<file path="src/rtl/arb_pkg.sv">
// Shared sizes and state encoding for the eight-way round-robin grant encoder.
package arb_pkg;

    localparam int NUM_REQ = 8;
    localparam int IDX_W   = 3;

    typedef enum logic [1:0] {
        IDLE  = 2'd0,
        OFFER = 2'd1,
        BUSY  = 2'd2
    } arb_state_t;

endpackage

</file>
<file path="src/rtl/rr_pick8.sv">
// Circular first-set search over eight requests, starting at ptr.
// Combinational (0 cycles); no flow control.
// Rotate so ptr lands at bit 0, fixed-priority pick, then add ptr back.
module rr_pick8
    import arb_pkg::*;
(
    input  logic [NUM_REQ-1:0] req,
    input  logic [IDX_W-1:0]   ptr,
    output logic [IDX_W-1:0]   idx,
    output logic               any
);

    logic [2*NUM_REQ-1:0] dbl;
    logic [NUM_REQ-1:0]   rot;
    logic [IDX_W-1:0]     off;

    always_comb begin
        dbl = {req, req} >> ptr;
        rot = dbl[NUM_REQ-1:0];
        off = '0;
        for (int j = NUM_REQ - 1; j >= 0; j--) begin
            if (rot[j]) off = IDX_W'(j);
        end
        idx = ptr + off;
        any = |req;
    end

endmodule

</file>
<file path="src/rtl/rr_grant_encoder8.sv">
// Round-robin arbiter for eight requesters; offers the winner as a binary index and holds ownership until done or timeout.
// Latency: req to gnt_valid 1 cycle; done to next gnt_valid 2 cycles.
// Backpressure: the offer is frozen until gnt_ready, or withdrawn if the chosen request drops.
module rr_grant_encoder8
    import arb_pkg::*;
#(
    parameter int TIMEOUT = 16,
    parameter int CNT_W   = 5
) (
    input  logic               clk,
    input  logic               rst_n,
    input  logic [NUM_REQ-1:0] req,
    output logic               gnt_valid,
    input  logic               gnt_ready,
    output logic [IDX_W-1:0]   gnt_idx,
    input  logic               done,
    output logic               busy,
    output logic               timeout
);

    localparam logic [CNT_W-1:0] TO_LAST = CNT_W'((TIMEOUT == 0) ? 0 : TIMEOUT - 1);

    arb_state_t       state_q, state_d;
    logic [IDX_W-1:0] ptr_q, ptr_d;
    logic [CNT_W-1:0] cnt_q, cnt_d;
    logic [IDX_W-1:0] idx_d;
    logic             vld_d, busy_d, timeout_d;
    logic [IDX_W-1:0] pick_idx;
    logic             pick_any;
    logic             timeout_hit;

    rr_pick8 u_pick (
        .req (req),
        .ptr (ptr_q),
        .idx (pick_idx),
        .any (pick_any)
    );

    assign timeout_hit = (TIMEOUT != 0) && (cnt_q == TO_LAST);

    always_ff @(posedge clk or negedge rst_n) begin
        if (!rst_n) state_q <= IDLE;
        else        state_q <= state_d;
    end

    // Accept beats withdrawal; done beats timeout.
    always_comb begin
        state_d = state_q;
        case (state_q)
            IDLE:    if (pick_any) state_d = OFFER;
            OFFER: begin
                if (gnt_ready)          state_d = BUSY;
                else if (!req[gnt_idx]) state_d = IDLE;
            end
            BUSY:    if (done || timeout_hit) state_d = IDLE;
            default: state_d = IDLE;
        endcase
    end

    always_comb begin
        ptr_d     = ptr_q;
        cnt_d     = cnt_q;
        idx_d     = gnt_idx;
        vld_d     = gnt_valid;
        busy_d    = busy;
        timeout_d = 1'b0;
        case (state_q)
            IDLE: begin
                if (pick_any) begin
                    idx_d = pick_idx;
                    vld_d = 1'b1;
                end
            end
            OFFER: begin
                if (gnt_ready) begin
                    ptr_d  = gnt_idx + IDX_W'(1);
                    vld_d  = 1'b0;
                    busy_d = 1'b1;
                    cnt_d  = '0;
                end else if (!req[gnt_idx]) begin
                    vld_d = 1'b0;
                end
            end
            BUSY: begin
                if (cnt_q != '1) cnt_d = cnt_q + CNT_W'(1);
                if (done) begin
                    busy_d = 1'b0;
                end else if (timeout_hit) begin
                    busy_d    = 1'b0;
                    timeout_d = 1'b1;
                end
            end
            default: begin
                vld_d  = 1'b0;
                busy_d = 1'b0;
            end
        endcase
    end

    always_ff @(posedge clk or negedge rst_n) begin
        if (!rst_n) begin
            ptr_q     <= '0;
            cnt_q     <= '0;
            gnt_idx   <= '0;
            gnt_valid <= 1'b0;
            busy      <= 1'b0;
            timeout   <= 1'b0;
        end else begin
            ptr_q     <= ptr_d;
            cnt_q     <= cnt_d;
            gnt_idx   <= idx_d;
            gnt_valid <= vld_d;
            busy      <= busy_d;
            timeout   <= timeout_d;
        end
    end

endmodule
</file>
<file path="config.mk">
export PLATFORM = sky130hd
export DESIGN_NAME = rr_grant_encoder8
export DESIGN_NICKNAME = d
export VERILOG_FILES = /design/src/rtl/arb_pkg.sv /design/src/rtl/rr_pick8.sv /design/src/rtl/rr_grant_encoder8.sv
export SDC_FILE = /design/constraint.sdc
export NUM_CORES = 1
export LEC_CHECK = 0
export ABC_AREA = 1
export BUFFER_PORTS_ARGS = -buffer_cell sky130_fd_sc_hd__buf_2
export CORE_ASPECT_RATIO = 2
export CORE_UTILIZATION = 40
export DETAILED_ROUTE_END_ITERATION = 12
export HOLD_SLACK_MARGIN = 0.06
export PLACE_DENSITY = 0.57
export SYNTH_ARGS = -nofsm -noshare
export SYNTH_HDL_FRONTEND = slang
export SYNTH_HIERARCHICAL = 1
export SYNTH_SLANG_ARGS = --single-unit
export TNS_END_PERCENT = 10
</file>
<file path="constraint.sdc">
create_clock -name clk -period 3 [get_ports clk]
set_clock_uncertainty 0.2 [all_clocks]
set_input_delay 0 -clock clk [delete_from_list [all_inputs] [get_ports clk]]
set_output_delay 0 -clock clk [all_outputs]
set_load 0.02 [all_outputs]
</file>
==> key figures <==
Critical path
  • Critical Path Source Type: register
  • Slowest CP cell: dfrtp_2
  • Buf+Inv Stages, Crit Path: 3
  • Crit path top cell by count: nand2_1
  • Worst path depth: 20
  • Critical Path Max Stage Delay: 0.46 ns
  • FF-to-FF path depth: 20
  • RR Endpoint: gnt_idx[2]
  • CP cell instances: buf_6 -> nand2_1 -> nand3_2 -> nand2_1 -> nand2_1 -> nand2_1 -> nand2_1 -> nand2_1 -> nand2_1 -> nand2_1 -> nand2_1 -> a21oi_2 -> ha_2 -> inv_1 -> fa_2 -> xor2_1 -> nand3b_1 -> nand2_1 -> inv_1 -> mux2_1
  • Worst EP required: 2.93 ns
  • Cell family with most CP delay: simple AND/OR/NAND/NOR gates
  • CP Capture Type: register
  • Flop2flop setup slack: 0.09 ns
  • Launch point of the worst reg-to-reg path: ptr_q[0]
  • Crit Path Category: reg2reg
  • Worst Setup EP: gnt_idx[2]
  • CP Launch Point: ptr_q[0]
  • CP arrival: 2.84 ns
  • Max FO, Critical Path: 5

Layout
  • Proportion of layout cells with a drive suffix above 1: 34.62%
  • Reg area: 402.9 sq um
  • Commonest non-fill, non-tap cell in the layout: nand2_1
  • Cell area after layout: 0.001717 sq mm
  • Number of diodes: 0
  • Multi-input logic area: 874.6 sq um
  • Post-Layout Cell Count: 265
  • Area grow syn2layout: 24.28%
  • Nets: 253
  • Filler cells: 322
  • Most frequent cells in the layout: nand2_1, nand3_1, inv_1, nand2_2, buf_2

Clocking
  • Clock transition at path regs: 0.06 ns
  • CTS Buf Count: 3
  • Root Driver: clkbuf_8
  • Clock sinks: 16
  • CTS tree: done
  • H-tree depth: 1
  • Clock Path Buffers: 2
  • Clk_lat worst skew: 0.25 ns

Power
  • Pwr dens: 1055 mW/mm^2
  • Pleak: 0.9144 nW
  • Combinational power share: 66.4%
  • Sequential share of power: 23.1%
  • P_sw: 0.8886 mW
  • Int Power: 0.9221 mW
  • Pwr Total: 1.811 mW
  • Clock share of power: 10.5%
  • Switching share of power: 49.08%
  • Max VDD drop: 617.6 uV

STA
  • Worst-Margin Slew: 0.7313 ns
  • Highest clock rate: 343.7 MHz
  • Period utilisation layout: 96.98%
  • Final hold vios: 0
  • Setup ws final: 0.09066 ns
  • Finish-stage setup viols: 0
  • Unrepaired setup endpoints after global routing: true
  • Max_slew headroom: 51.08%
  • Max-slew violations: 0
  • Fin crit period: 2.909 ns

Global route
  • Total GRT Usage: 21.22%
  • GRT overflow: 0
  • Vias in the first global route: 1390
  • Global-route wire length before repair: 6023 um
  • Initial antenna violation count: 0
  • Largest net degree at the start of global routing: 17

Route
  • DRT Wirelength: 3540 um
  • Post-route DRC: 2
  • Post-DR wirelength/cell: 13.36 um
  • First-pass DRT Iterations: 8
  • Vias: 1363
  • Via-to-Cell Ratio: 5.143
  • Post-DRT Antenna Nets: 0
  • Iter 0 DRT Violations: 13

Run status
  • Failing checks: DRC
  • Status: finished with violations

Min path
  • Tightest Hold Check Type: in2reg

Yosys
  • Mapped Nets: 215
  • Mapped Cells: 197
  • Syn_area_per_cell: 7.012 sq um
  • Sequential area share after synthesis: 28.99%
  • Synth Cell Area: 0.001381 sq mm
  • Number of synthesized flops with an enable pin: 0
  • Yosys warning count: 6
  • Yosys cell types: 32
  • Async SR Flop Fraction: 100.0%
  • Synth Flop Type: dfrtp_1
  • Number of synthesized register bits: 16

Placed design
  • Placed Area: 0.001558 sq mm
  • Dpl cells: 253
  • Port bufs: 17
  • Placer Congestion: 0.8879
  • Post-Place Worst Slack: -0.05564 ns
  • Hpwl dp: 2898 um

Die
  • Core region area: 0.003229 sq mm
  • Die footprint: 0.003707 sq mm
  • Initial Util: 42.77%
  • Rows: 29
  • Die width: 43.56 um
  • I/O pin total: 18
  • Die Height: 85.11 um

Flow run
  • # Max-Cap Violations: 0
## area by class of cell
cell class / count / area share, %
timing repair buffer: 36 / 14.29
multi-input combinational: 154 / 50.95
inverter: 24 / 5.831
sequential: 16 / 23.47
clock buffer: 4 / 3.207
tap: 31 / 2.259
## cell usage after synthesis, types with 2 or more instances
| cell | n | share of area, % |
|---|---|---|
| nand2_1 | 68 | 18 |
| nand3_1 | 20 | 7.2 |
| inv_1 | 18 | 4.9 |
| dfrtp_1 | 16 | 29 |
| nand2_2 | 14 | 6.3 |
| nor2_1 | 9 | 2.4 |
| nand3_2 | 6 | 4.3 |
| ha_1 | 5 | 4.5 |
| o21ai_1 | 5 | 1.8 |
| inv_2 | 4 | 1.1 |
| a21oi_1 | 3 | 1.1 |
| nand3b_1 | 3 | 1.6 |
| nor3_2 | 3 | 2.2 |
| buf_6 | 2 | 1.6 |
| mux2_1 | 2 | 1.6 |
| nor2_2 | 2 | 0.91 |
| nor4_1 | 2 | 0.91 |
## worst min-delay path: cells and delay by family
| family | cells | cell delay, ns |
|---|---|---|
| buffers and inverters | 1 | 0.12 |
| and+or+nand+nor | 4 | 0.35 |
## what timing repair did
action                                 in CTS  in global routing
endpoints found under the hold margin      24                  0
setup endpoints to repair                   1                  1
gates resized for setup                     1                 13
pin swaps                                   0                  3
hold buffers                                4                  0
setup buffers                               0                  4
## worst min-delay path by stage
| stage | from | end | slack (ns) | cells after the start |
|---|---|---|---|---|
| after CTS | req[1] | gnt_valid | 0.07 | 5 |
| after detailed placement | rst_n | timeout | -0.26 | 1 |
| after floorplan | rst_n | busy | -0.50 | 0 |
| after global routing | req[0] | gnt_valid | 0.11 | 5 |
| after global placement | rst_n | busy | -0.27 | 1 |
| final | req[2] | gnt_valid | 0.06 | 5 |
## state kept, by name (all words and copies together) (netlist names)
signal / flops
cnt_q: 5
busy: 1
state_q: 2
gnt_valid: 1
gnt_idx: 3
timeout: 1
ptr_q: 3
## power groups by stage
stage | clock (mW) | sequential (mW) | combinational, mW
after detailed placement | 0 | 0.430 | 1.11
after global routing | 0.206 | 0.431 | 1.36
after CTS | 0.197 | 0.427 | 1.12
after global placement | 0 | 0.424 | 1.09
after floorplan | 0 | 0.418 | 0.786
final | 0.189 | 0.419 | 1.20
## layer usage
layer,GRT usage (%),share of wire [%],vias up
li1,-,-,700
met1,20.89,37,642
met2,42.74,60,15
met3,1.064,1.4,6
met4,7.670,2.2,0
met5,0,0,-
## cell families after synthesis
logic type                 count (synthesis)  share of synthesized area (%)
and+or+nand+nor                          132                          47.83
xor gates and xnor gates                   2                          1.268
DFF                                       16                          28.99
buffers and inverters                     27                          9.420
adders and majority gates                  6                          5.978
AOI/OAI and AO/OA                         12                          4.891
muxes                                      2                          1.630
## per-stage QoR
| stage | hold slack, ns | util (%) | TNS, ns |
|---|---|---|---|
| floorplan | -0.4956 | - | 0 |
| global placement | -0.2730 | 48.24 | 0 |
| detailed placement | -0.2642 | 48.24 | -0.05564 |
| CTS | 0.06981 | 51.22 | 0 |
| global route | 0.1053 | 53.16 | -0.09745 |
| finish | 0.06220 | 53.16 | 0 |
Power figures use the tool's default switching activity.
